[src/rtl/fifo_fwft_sync_pkg.sv]
// Shared read-mode encodings, default geometry and per-cycle operation record
// for the single-clock FIFO family.
package fifo_fwft_sync_pkg;

    typedef enum logic {
        FIFO_MODE_REG  = 1'b0,
        FIFO_MODE_FWFT = 1'b1
    } fifo_mode_e;

    localparam int DEFAULT_DATA_WIDTH    = 8;
    localparam int DEFAULT_ADDRESS_WIDTH = 4;

    typedef struct packed {
        logic wr_en;
        logic rd_en;
        logic wr_reject;
        logic rd_reject;
    } fifo_op_t;

    function automatic bit levels_ok(input int almost_empty, input int almost_full,
                                     input int depth);
        return (almost_empty > 0) && (almost_empty < almost_full) && (almost_full <= depth);
    endfunction

endpackage

[src/rtl/fifo_fwft_sync_mem.sv]
// Simple dual-port register array: synchronous write, asynchronous read.
module fifo_mem
    import fifo_fwft_sync_pkg::*;
#(
    parameter int DATA_WIDTH    = DEFAULT_DATA_WIDTH,
    parameter int ADDRESS_WIDTH = DEFAULT_ADDRESS_WIDTH
) (
    input  logic                     clk,
    input  logic                     wr_en,
    input  logic [ADDRESS_WIDTH-1:0] wr_addr,
    input  logic [DATA_WIDTH-1:0]    wr_data,
    input  logic [ADDRESS_WIDTH-1:0] rd_addr,
    output logic [DATA_WIDTH-1:0]    rd_data
);

    localparam int DEPTH = 2 ** ADDRESS_WIDTH;

    logic [DATA_WIDTH-1:0] mem_q [DEPTH];

    always_ff @(posedge clk) begin
        if (wr_en) begin
            mem_q[wr_addr] <= wr_data;
        end
    end

    assign rd_data = mem_q[rd_addr];

endmodule

[src/rtl/fifo_fwft_sync.sv]
// Single-clock FIFO with selectable registered / first-word-fall-through read,
// almost-full/almost-empty thresholds, synchronous flush and sticky error flags.
module fifo_fwft_sync
    import fifo_fwft_sync_pkg::*;
#(
    parameter int DATA_WIDTH         = DEFAULT_DATA_WIDTH,
    parameter int ADDRESS_WIDTH      = DEFAULT_ADDRESS_WIDTH,
    parameter int FWFT               = 0,
    parameter int ALMOST_FULL_LEVEL  = (2 ** ADDRESS_WIDTH) - 2,
    parameter int ALMOST_EMPTY_LEVEL = 2
) (
    input  logic                   clk,
    input  logic                   reset,
    input  logic                   enable,
    input  logic                   flush,
    input  logic                   write,
    input  logic [DATA_WIDTH-1:0]  dataIn,
    input  logic                   read,
    output logic [DATA_WIDTH-1:0]  dataOut,
    output logic                   full,
    output logic                   empty,
    output logic                   almostFull,
    output logic                   almostEmpty,
    output logic [ADDRESS_WIDTH:0] filled,
    output logic                   overflow,
    output logic                   underflow
);

    localparam int PW = ADDRESS_WIDTH + 1;
    localparam int DEPTH = 2 ** ADDRESS_WIDTH;
    localparam logic [PW-1:0] DEPTH_CNT = PW'(DEPTH);
    localparam logic [PW-1:0] AF_LEVEL  = PW'(ALMOST_FULL_LEVEL);
    localparam logic [PW-1:0] AE_LEVEL  = PW'(ALMOST_EMPTY_LEVEL);
    localparam logic [PW-1:0] PTR_ONE   = PW'(1);

    if (!levels_ok(ALMOST_EMPTY_LEVEL, ALMOST_FULL_LEVEL, DEPTH)) begin : g_bad_levels
        $error("fifo_fwft_sync: need 0 < ALMOST_EMPTY_LEVEL < ALMOST_FULL_LEVEL <= DEPTH");
    end
    if (FWFT != int'(FIFO_MODE_REG) && FWFT != int'(FIFO_MODE_FWFT)) begin : g_bad_mode
        $error("fifo_fwft_sync: FWFT must be 0 or 1");
    end

    logic [PW-1:0] wr_ptr_q, wr_ptr_d;
    logic [PW-1:0] rd_ptr_q, rd_ptr_d;
    logic          overflow_q, overflow_d;
    logic          underflow_q, underflow_d;
    logic [PW-1:0] filled_w;
    logic          full_w, empty_w;
    fifo_op_t      op;
    logic [DATA_WIDTH-1:0] mem_rd_data;

    // Wrap bit makes full (difference == DEPTH) distinguishable from empty.
    assign filled_w = wr_ptr_q - rd_ptr_q;
    assign full_w   = (filled_w == DEPTH_CNT);
    assign empty_w  = (filled_w == '0);

    always_comb begin
        op          = '0;
        wr_ptr_d    = wr_ptr_q;
        rd_ptr_d    = rd_ptr_q;
        overflow_d  = overflow_q;
        underflow_d = underflow_q;
        if (enable) begin
            if (flush) begin
                wr_ptr_d    = '0;
                rd_ptr_d    = '0;
                overflow_d  = 1'b0;
                underflow_d = 1'b0;
            end else begin
                op.wr_en     = write & ~full_w;
                op.rd_en     = read & ~empty_w;
                op.wr_reject = write & full_w;
                op.rd_reject = read & empty_w;
                if (op.wr_en) wr_ptr_d = wr_ptr_q + PTR_ONE;
                if (op.rd_en) rd_ptr_d = rd_ptr_q + PTR_ONE;
                overflow_d  = overflow_q | op.wr_reject;
                underflow_d = underflow_q | op.rd_reject;
            end
        end
    end

    always_ff @(posedge clk) begin
        if (reset) begin
            wr_ptr_q    <= '0;
            rd_ptr_q    <= '0;
            overflow_q  <= 1'b0;
            underflow_q <= 1'b0;
        end else begin
            wr_ptr_q    <= wr_ptr_d;
            rd_ptr_q    <= rd_ptr_d;
            overflow_q  <= overflow_d;
            underflow_q <= underflow_d;
        end
    end

    fifo_mem #(
        .DATA_WIDTH   (DATA_WIDTH),
        .ADDRESS_WIDTH(ADDRESS_WIDTH)
    ) u_mem (
        .clk    (clk),
        .wr_en  (op.wr_en & ~reset),
        .wr_addr(wr_ptr_q[ADDRESS_WIDTH-1:0]),
        .wr_data(dataIn),
        .rd_addr(rd_ptr_q[ADDRESS_WIDTH-1:0]),
        .rd_data(mem_rd_data)
    );

    if (FWFT == int'(FIFO_MODE_FWFT)) begin : g_fwft
        assign dataOut = empty_w ? '0 : mem_rd_data;
    end else begin : g_reg
        logic [DATA_WIDTH-1:0] data_out_q, data_out_d;

        always_comb begin
            data_out_d = data_out_q;
            if (op.rd_en) data_out_d = mem_rd_data;
        end

        always_ff @(posedge clk) begin
            if (reset) data_out_q <= '0;
            else       data_out_q <= data_out_d;
        end

        assign dataOut = data_out_q;
    end

    assign full        = full_w;
    assign empty       = empty_w;
    assign almostFull  = (filled_w >= AF_LEVEL);
    assign almostEmpty = (filled_w <= AE_LEVEL);
    assign filled      = filled_w;
    assign overflow    = overflow_q;
    assign underflow   = underflow_q;

endmodule

[config.mk]
export PLATFORM = sky130hd
export DESIGN_NAME = fifo_fwft_sync
export DESIGN_NICKNAME = d
export VERILOG_FILES = /design/src/rtl/fifo_fwft_sync_pkg.sv /design/src/rtl/fifo_fwft_sync_mem.sv /design/src/rtl/fifo_fwft_sync.sv
export SDC_FILE = /design/constraint.sdc
export NUM_CORES = 1
export LEC_CHECK = 0
export BUFFER_PORTS_ARGS = -buffer_cell sky130_fd_sc_hd__buf_4
export CAP_MARGIN = 25
export CORE_UTILIZATION = 49
export CTS_BUF_LIST = sky130_fd_sc_hd__clkbuf_4
export DETAILED_ROUTE_END_ITERATION = 7
export GPL_ROUTABILITY_DRIVEN = 0
export GPL_TIMING_DRIVEN = 0
export PLACE_DENSITY = 0.77
export SYNTH_ARGS = -nofsm -noshare
export SYNTH_HDL_FRONTEND = slang
export SYNTH_SLANG_ARGS = --single-unit
[constraint.sdc]
create_clock -name clk -period 3.2 [get_ports clk]
set_clock_uncertainty 0.2 [all_clocks]
set_input_delay 0.32 -clock clk [delete_from_list [all_inputs] [get_ports clk]]
set_output_delay 0.32 -clock clk [all_outputs]
set_load 0.02 [all_outputs]
==> results of run 1 <==
repair_timing:
action	in CTS	in global routing
pin swaps	5	12
setup endpoints to repair	145	144
hold endpoints to repair	136	0
setup buffers	10	13
hold buffers	13	0
resized for setup	17	15
sequential cells by signal, indices dropped and copies added (netlist names):
| name | cells |
|---|---|
| overflow | 1 |
| wr_ptr_q | 5 |
| rd_ptr_q | 5 |
| underflow | 1 |
| u_mem.mem_q | 128 |
| dataOut | 8 |
final timing paths:
check | cells past startpoint | start | slack, ns | endpoint
min reg2reg | 2 | dataOut[7] | 0.26 | dataOut[7]
min | 4 | enable | 0.10 | wr_ptr_q[1]
max | 10 | wr_ptr_q[0] | -0.01 | u_mem.mem_q[1][1]
max reg2reg | 10 | wr_ptr_q[0] | -0.01 | u_mem.mem_q[1][1]
final cells by class:
type                    instances  share of cell area
inverters                      10            0.006264
clock inverters                13             0.02167
well taps                     147             0.02489
clock buffers                  19             0.01930
plain buffers                  14             0.01067
multi-input cells             180              0.2514
repair buffers                 68             0.09091
flip-flops and latches        148              0.5749
Yosys cell counts (all sizes together) (2+ instances only):
master	count
nand4	4
nand2b	9
a22oi	16
o311ai	2
nor2	26
nand2	15
clkbuf	12
o31ai	2
o21ai	3
inv	10
o32ai	2
a211o	2
nand3	4
mux4	32
nor3	6
nand4b	2
xnor2	3
ha	9
a21o	8
buf	4
a31oi	4
dfxtp	20
xor2	2
or3	3
nor2b	4
a21oi	9
edfxtp	128
o21bai	2
metal layers:
metal,wire (um),up-vias,part of all wire,global-route usage
li1,-,1591,-,-
met1,5347,1850,0.40,0.2951
met2,6762,185,0.51,0.3489
met3,931,21,0.070,0.04499
met4,251,0,0.019,0.07982
met5,0,-,0,0
cells by family (layout without fill, tap and decap cells):
kind of cell | Yosys count | count (layout) | share of synthesized area
buffers and inverters | 26 | 124 | 0.01802
and+or+nand+nor | 76 | 76 | 0.06172
muxes | 32 | 32 | 0.1193
adders and majority gates | 10 | 10 | 0.02196
AOI/OAI and AO/OA | 57 | 57 | 0.06918
xor gates and xnor gates | 5 | 5 | 0.007251
DFF | 148 | 148 | 0.7026
worst max-delay path, delay by kind of cell (launching register included):
kind | cells | cell delay (ns)
flip-flops | 1 | 0.37
AND/OR/NAND/NOR | 4 | 1.17
XOR/XNOR | 1 | 0.20
AO/OA/AOI/OAI | 1 | 0.20
adder cells (fa/ha/maj) | 2 | 0.52
buffers and inverters | 2 | 0.18
report_power, final:
| part | switching [mW] | internal (mW) |
|---|---|---|
| Sequential | 0.00466 | 2.10 |
| Combinational | 0.128 | 0.0944 |
| Clock | 0.656 | 0.559 |
through the flow:
| stage | utilization | power (mW) | instances | TNS, ns | worst slack, ns |
|---|---|---|---|---|---|
| 2_1_floorplan | - | 2.252 | 354 | 0 | 0.03630 |
| 3_3_place_gp | 0.5472 | 2.329 | 533 | -30.71 | -0.3016 |
| 3_5_place_dp | 0.5472 | 2.335 | 533 | -41.23 | -0.3927 |
| 4_1_cts | 0.5922 | 3.549 | 586 | -0.4461 | -0.02718 |
| 5_1_grt | 0.6153 | 3.657 | 599 | -2.070 | -0.08281 |
| 6_report | 0.6153 | 3.541 | 599 | -0.06316 | -0.01310 |
==> run_results.csv, run 1 <==
group,metric,value,unit
run_status,status,"finished with violations",
run_status,violations,"negative setup slack",
setup_path,start_kind,"register",
pwr,peakVddDrop,0.4071,mV
synthesis,synth_nets,378,
synthesis,synthTopCellsByArea,"edfxtp_1 64%, mux4_2 12%, dfxtp_1 6.6%",
clock_network,numCtsBuffers,17,
flow_run,drv_cap,0,
die,die_h,113.0,um
cells_and_area,design_area,0.007391,mm2
pwr,powerDensity,479.1,mW/mm2
cells_and_area,final_common_cell,"edfxtp_1",
synthesis,synth_flop_cell,"edfxtp_1",
synthesis,yosysSeqAreaShare,0.7026,
die,start_util,0.5029,
global_routing,first_global_vias,3553,
die,pin_count,33,
cells_and_area,layout_common_cells,"128 x edfxtp_1, 44 x buf_4, 32 x mux4_2",
timing,period_minus_slack,3.213,ns
route,wl_per_cell,22.19,um
synthesis,synth_edf_count,128,
cells_and_area,layout.nets,463,
global_routing,antenna_found_initial,0,
synthesis,avgSynthCellArea,17.06,um2
synthesis,ys_async_sr_fraction,0,
timing,fmax,311.2,MHz
clock_network,htree_levels,4,
clock_network,cts_root_buffer,"clkbuf_4",
timing,hold_ws,0.1043,ns
global_routing,grt_max_degree,18,
route,drt_iter0_markers,336,
setup_path,critical_path.max_fanout,8,
cells_and_area,synthToLayoutAreaGrowth,22.35,%
synthesis,synth_area,0.006041,mm2
cells_and_area,multi_input_area,0.001858,mm2
global_routing,grt_overflow_total,0,
setup_path,worstPathArrival,3.18,ns
route,drtPass1Iterations,5,
setup_path,cp_slowest_cell,"nor2_2",
synthesis,synth_seq_cells,148,
cells_and_area,n_antenna_cell,0,
clock_network,clk_pin_slew_worst_paths,0.12,ns
cells_and_area,regArea,0.004249,mm2
clock_network,insertion_delay,0.53,ns
setup_path,max_stage_delay,0.54,ns
setup_path,path_cells,"inv_4 > ha_4 > fa_2 > nand2b_1 > a21oi_2 > xor2_2 > or3_4 > buf_4 > nand4b_1 > nor2_2",
timing,tightest_slew,0.7405,ns
placed_design,dpl.hpwl,8.243,mm
timing,rsz0062_at_grt,"true",
timing,maxSlewViolCount,0,
setup_path,cp.required,3.16,ns
route,vias_per_cell,6.088,
global_routing,grt_pass1_wl,19.80,mm
placed_design,placed_cell_area,0.006573,mm2
placed_design,port_buffers,32,
hold_path,min_path_type,"in -> reg",
timing,layout_setup_ws,-0.01310,ns
die,rows,40,
setup_path,critPathCaptureType,"register",
timing,setup_violations,6,
die,core_area,0.01201,mm2
clock_network,cts.sinks,148,
timing,maxSlewHeadroom,0.5011,
global_routing,grtUsageTotal,0.2168,
clock_network,clockBufferDepth,2,
clock_network,cts_tree,"built",
route,drc,0,
synthesis,yosysTopAreaCellShare,0.6363,
timing,fin_crit_sh,1.004,
synthesis,synth_cells,354,
die,die_x,113.0,um
route,wl,13.29,mm
synthesis,yosysWarnings,0,
timing,hold_viol,0,
die,die_area,0.01278,mm2
cells_and_area,drive_above_1_share,0.3562,
route,route.vias.total,3647,
synthesis,yosys.cell_types.count,43,
route,ant_nets,0,
pwr,leakage,2.390,nW
synthesis,synth.largest_area_cell,"edfxtp_1",
cells_and_area,nFillCells,818,
setup_path,critical_path_class,"reg -> reg",
Power figures use the tool's default switching activity.
==> run 2: changes to the inputs <==
Settings changed: CAP_MARGIN 25 to 20, CORE_ASPECT_RATIO set to 0.9, RECOVER_POWER set to 25.
==> run_results.csv, run 2 (same netlist as run 1, synthesis figures left out) <==
group,metric,value,unit
placed_design,dpl.cell_count,546,
die,core_area,0.01203,mm2
timing,setup_violations,1,
route,wl,13.51,mm
cells_and_area,largest_register,"u_mem.mem_q",
flow_run,drv_cap,0,
cells_and_area,largest_reg_flops,128,
hold_path,hold_start,"enable",
timing,rsz0062_at_grt,"true",
cells_and_area,drive_above_1_share,0.3531,
cells_and_area,layout.cells.non_filler,616,
clock_network,insertion_delay,0.55,ns
placed_design,dpl.hpwl,8.449,mm
placed_design,port_buffers,32,
clock_network,cts.sinks,148,
die,start_util,0.5022,
timing,period_minus_slack,3.256,ns
cells_and_area,n_antenna_cell,0,
route,wl_per_cell,21.94,um
setup_path,start_kind,"register",
route,drtPass1Iterations,5,
setup_path,cp_slowest_cell,"fa_2",
global_routing,grt_pass1_wl,20.16,mm
global_routing,grt_max_degree,18,
route,ant_nets,0,
route,drc,0,
clock_network,htree_levels,4,
cells_and_area,fin_util,0.6133,
route,vias_per_cell,5.899,
timing,fmax,307.2,MHz
cells_and_area,design_area,0.007377,mm2
timing,fin_crit_sh,1.017,
route,drt_iter0_markers,398,
timing,maxSlewViolCount,0,
setup_path,critical_path_class,"reg -> out",
timing,layout_setup_ws,-0.05553,ns
global_routing,grt_overflow_total,0,
die,pin_count,33,
die,die_x,119.0,um
clock_network,cts_root_buffer,"clkbuf_4",
hold_path,min_path_type,"in -> reg",
clock_network,numCtsBuffers,17,
setup_path,startpoint,"wr_ptr_q[0]",
setup_path,worstPathArrival,2.74,ns
pwr,peakVddDrop,0.5068,mV
cells_and_area,final_common_cell,"edfxtp_1",
clock_network,clk_pin_slew_worst_paths,0.13,ns
pwr,leakage,2.387,nW
run_status,violations,"negative setup slack",
timing,hold_viol,0,
global_routing,first_global_vias,3580,
setup_path,critPathCaptureType,"primary output",
route,route.vias.total,3634,
global_routing,grtUsageTotal,0.2241,
clock_network,clockBufferDepth,2,
setup_path,critical_path.max_fanout,5,
global_routing,antenna_found_initial,0,
setup_path,r2r_start,"wr_ptr_q[0]",
die,die_area,0.01278,mm2
placed_design,placed_cell_area,0.006589,mm2
timing,tightest_slew,0.8053,ns
cells_and_area,layout_common_cells,"128 x edfxtp_1, 45 x buf_4, 32 x mux4_2",
die,die_h,107.3,um
cells_and_area,synthToLayoutAreaGrowth,22.12,%
clock_network,cts_tree,"built",
die,rows,38,
placed_design,dp_slack,-0.3570,ns
setup_path,path_cells,"inv_4 > ha_4 > fa_2 > inv_2 > or3_4 > or3_4 > inv_4 > buf_6",
setup_path,max_stage_delay,0.54,ns
setup_path,cp.required,2.68,ns
run_status,status,"finished with violations",
cells_and_area,layout.nets,467,
pwr,powerDensity,484.0,mW/mm2
timing,maxSlewHeadroom,0.4632,
cells_and_area,nFillCells,846,
run 2: final cells by class:
type / count / area [um2] / area share
Buffer: 14 / 80.08 / 0.01085
Multi-Input combinational cell: 180 / 1896 / 0.2570
Sequential cell: 148 / 4253 / 0.5765
Timing Repair Buffer: 72 / 600.6 / 0.08141
Clock buffer: 18 / 135.1 / 0.01832
Inverter: 10 / 46.29 / 0.006275
Clock inverter: 14 / 166.4 / 0.02256
Tap cell: 160 / 200.2 / 0.02714
run 2: report_power, final:
part	switching, mW	total (mW)	internal (mW)
clock	0.731	1.23	0.499
combinational	0.135	0.237	0.102
sequential	0.00474	2.10	2.10
total	0.871	3.57	2.70
run 2: path summary, 6_finish.rpt:
kind                       endpoint  cells past startpoint  slack (ns)
setup / recovery               full                      8       -0.06
hold / removal          wr_ptr_q[1]                      4        0.09
setup reg to reg  u_mem.mem_q[6][3]                      9        0.05
hold reg to reg          dataOut[7]                      2        0.26
run 2: metal layers:
metal / part of all wire / GRT usage / vias up
li1: - / - / 1606
met1: 0.40 / 0.3078 / 1833
met2: 0.49 / 0.3472 / 162
met3: 0.086 / 0.05773 / 33
met4: 0.023 / 0.08409 / 0
met5: 0 / 0 / -
run 2: per-stage QoR:
| stage | TNS, ns | hold WS (ns) | power, mW |
|---|---|---|---|
| 2_1_floorplan | 0 | 0.2189 | 2.252 |
| 3_3_place_gp | -30.94 | 0.2452 | 2.331 |
| 3_5_place_dp | -39.75 | 0.2472 | 2.337 |
| 4_1_cts | -0.07781 | 0.02107 | 3.571 |
| 5_1_grt | -0.8777 | 0.03972 | 3.678 |
| 6_report | -0.05553 | 0.08884 | 3.571 |
run 2: repair_timing:
item | CTS | global route
cloned | 0 | 0
pin swaps | 8 | 9
gates resized for setup | 20 | 21
endpoints found under the hold margin | 137 | 0
endpoints found under the setup margin | 145 | 111
setup buffers | 14 | 13
hold buffers | 13 | 0
run 2: critical path, delay by kind of cell (launching register included):
family	cells	cell delay, ns
buffers and inverters	4	0.29
DFF	1	0.38
adders and majority gates	2	0.70
and+or+nand+nor	2	0.82
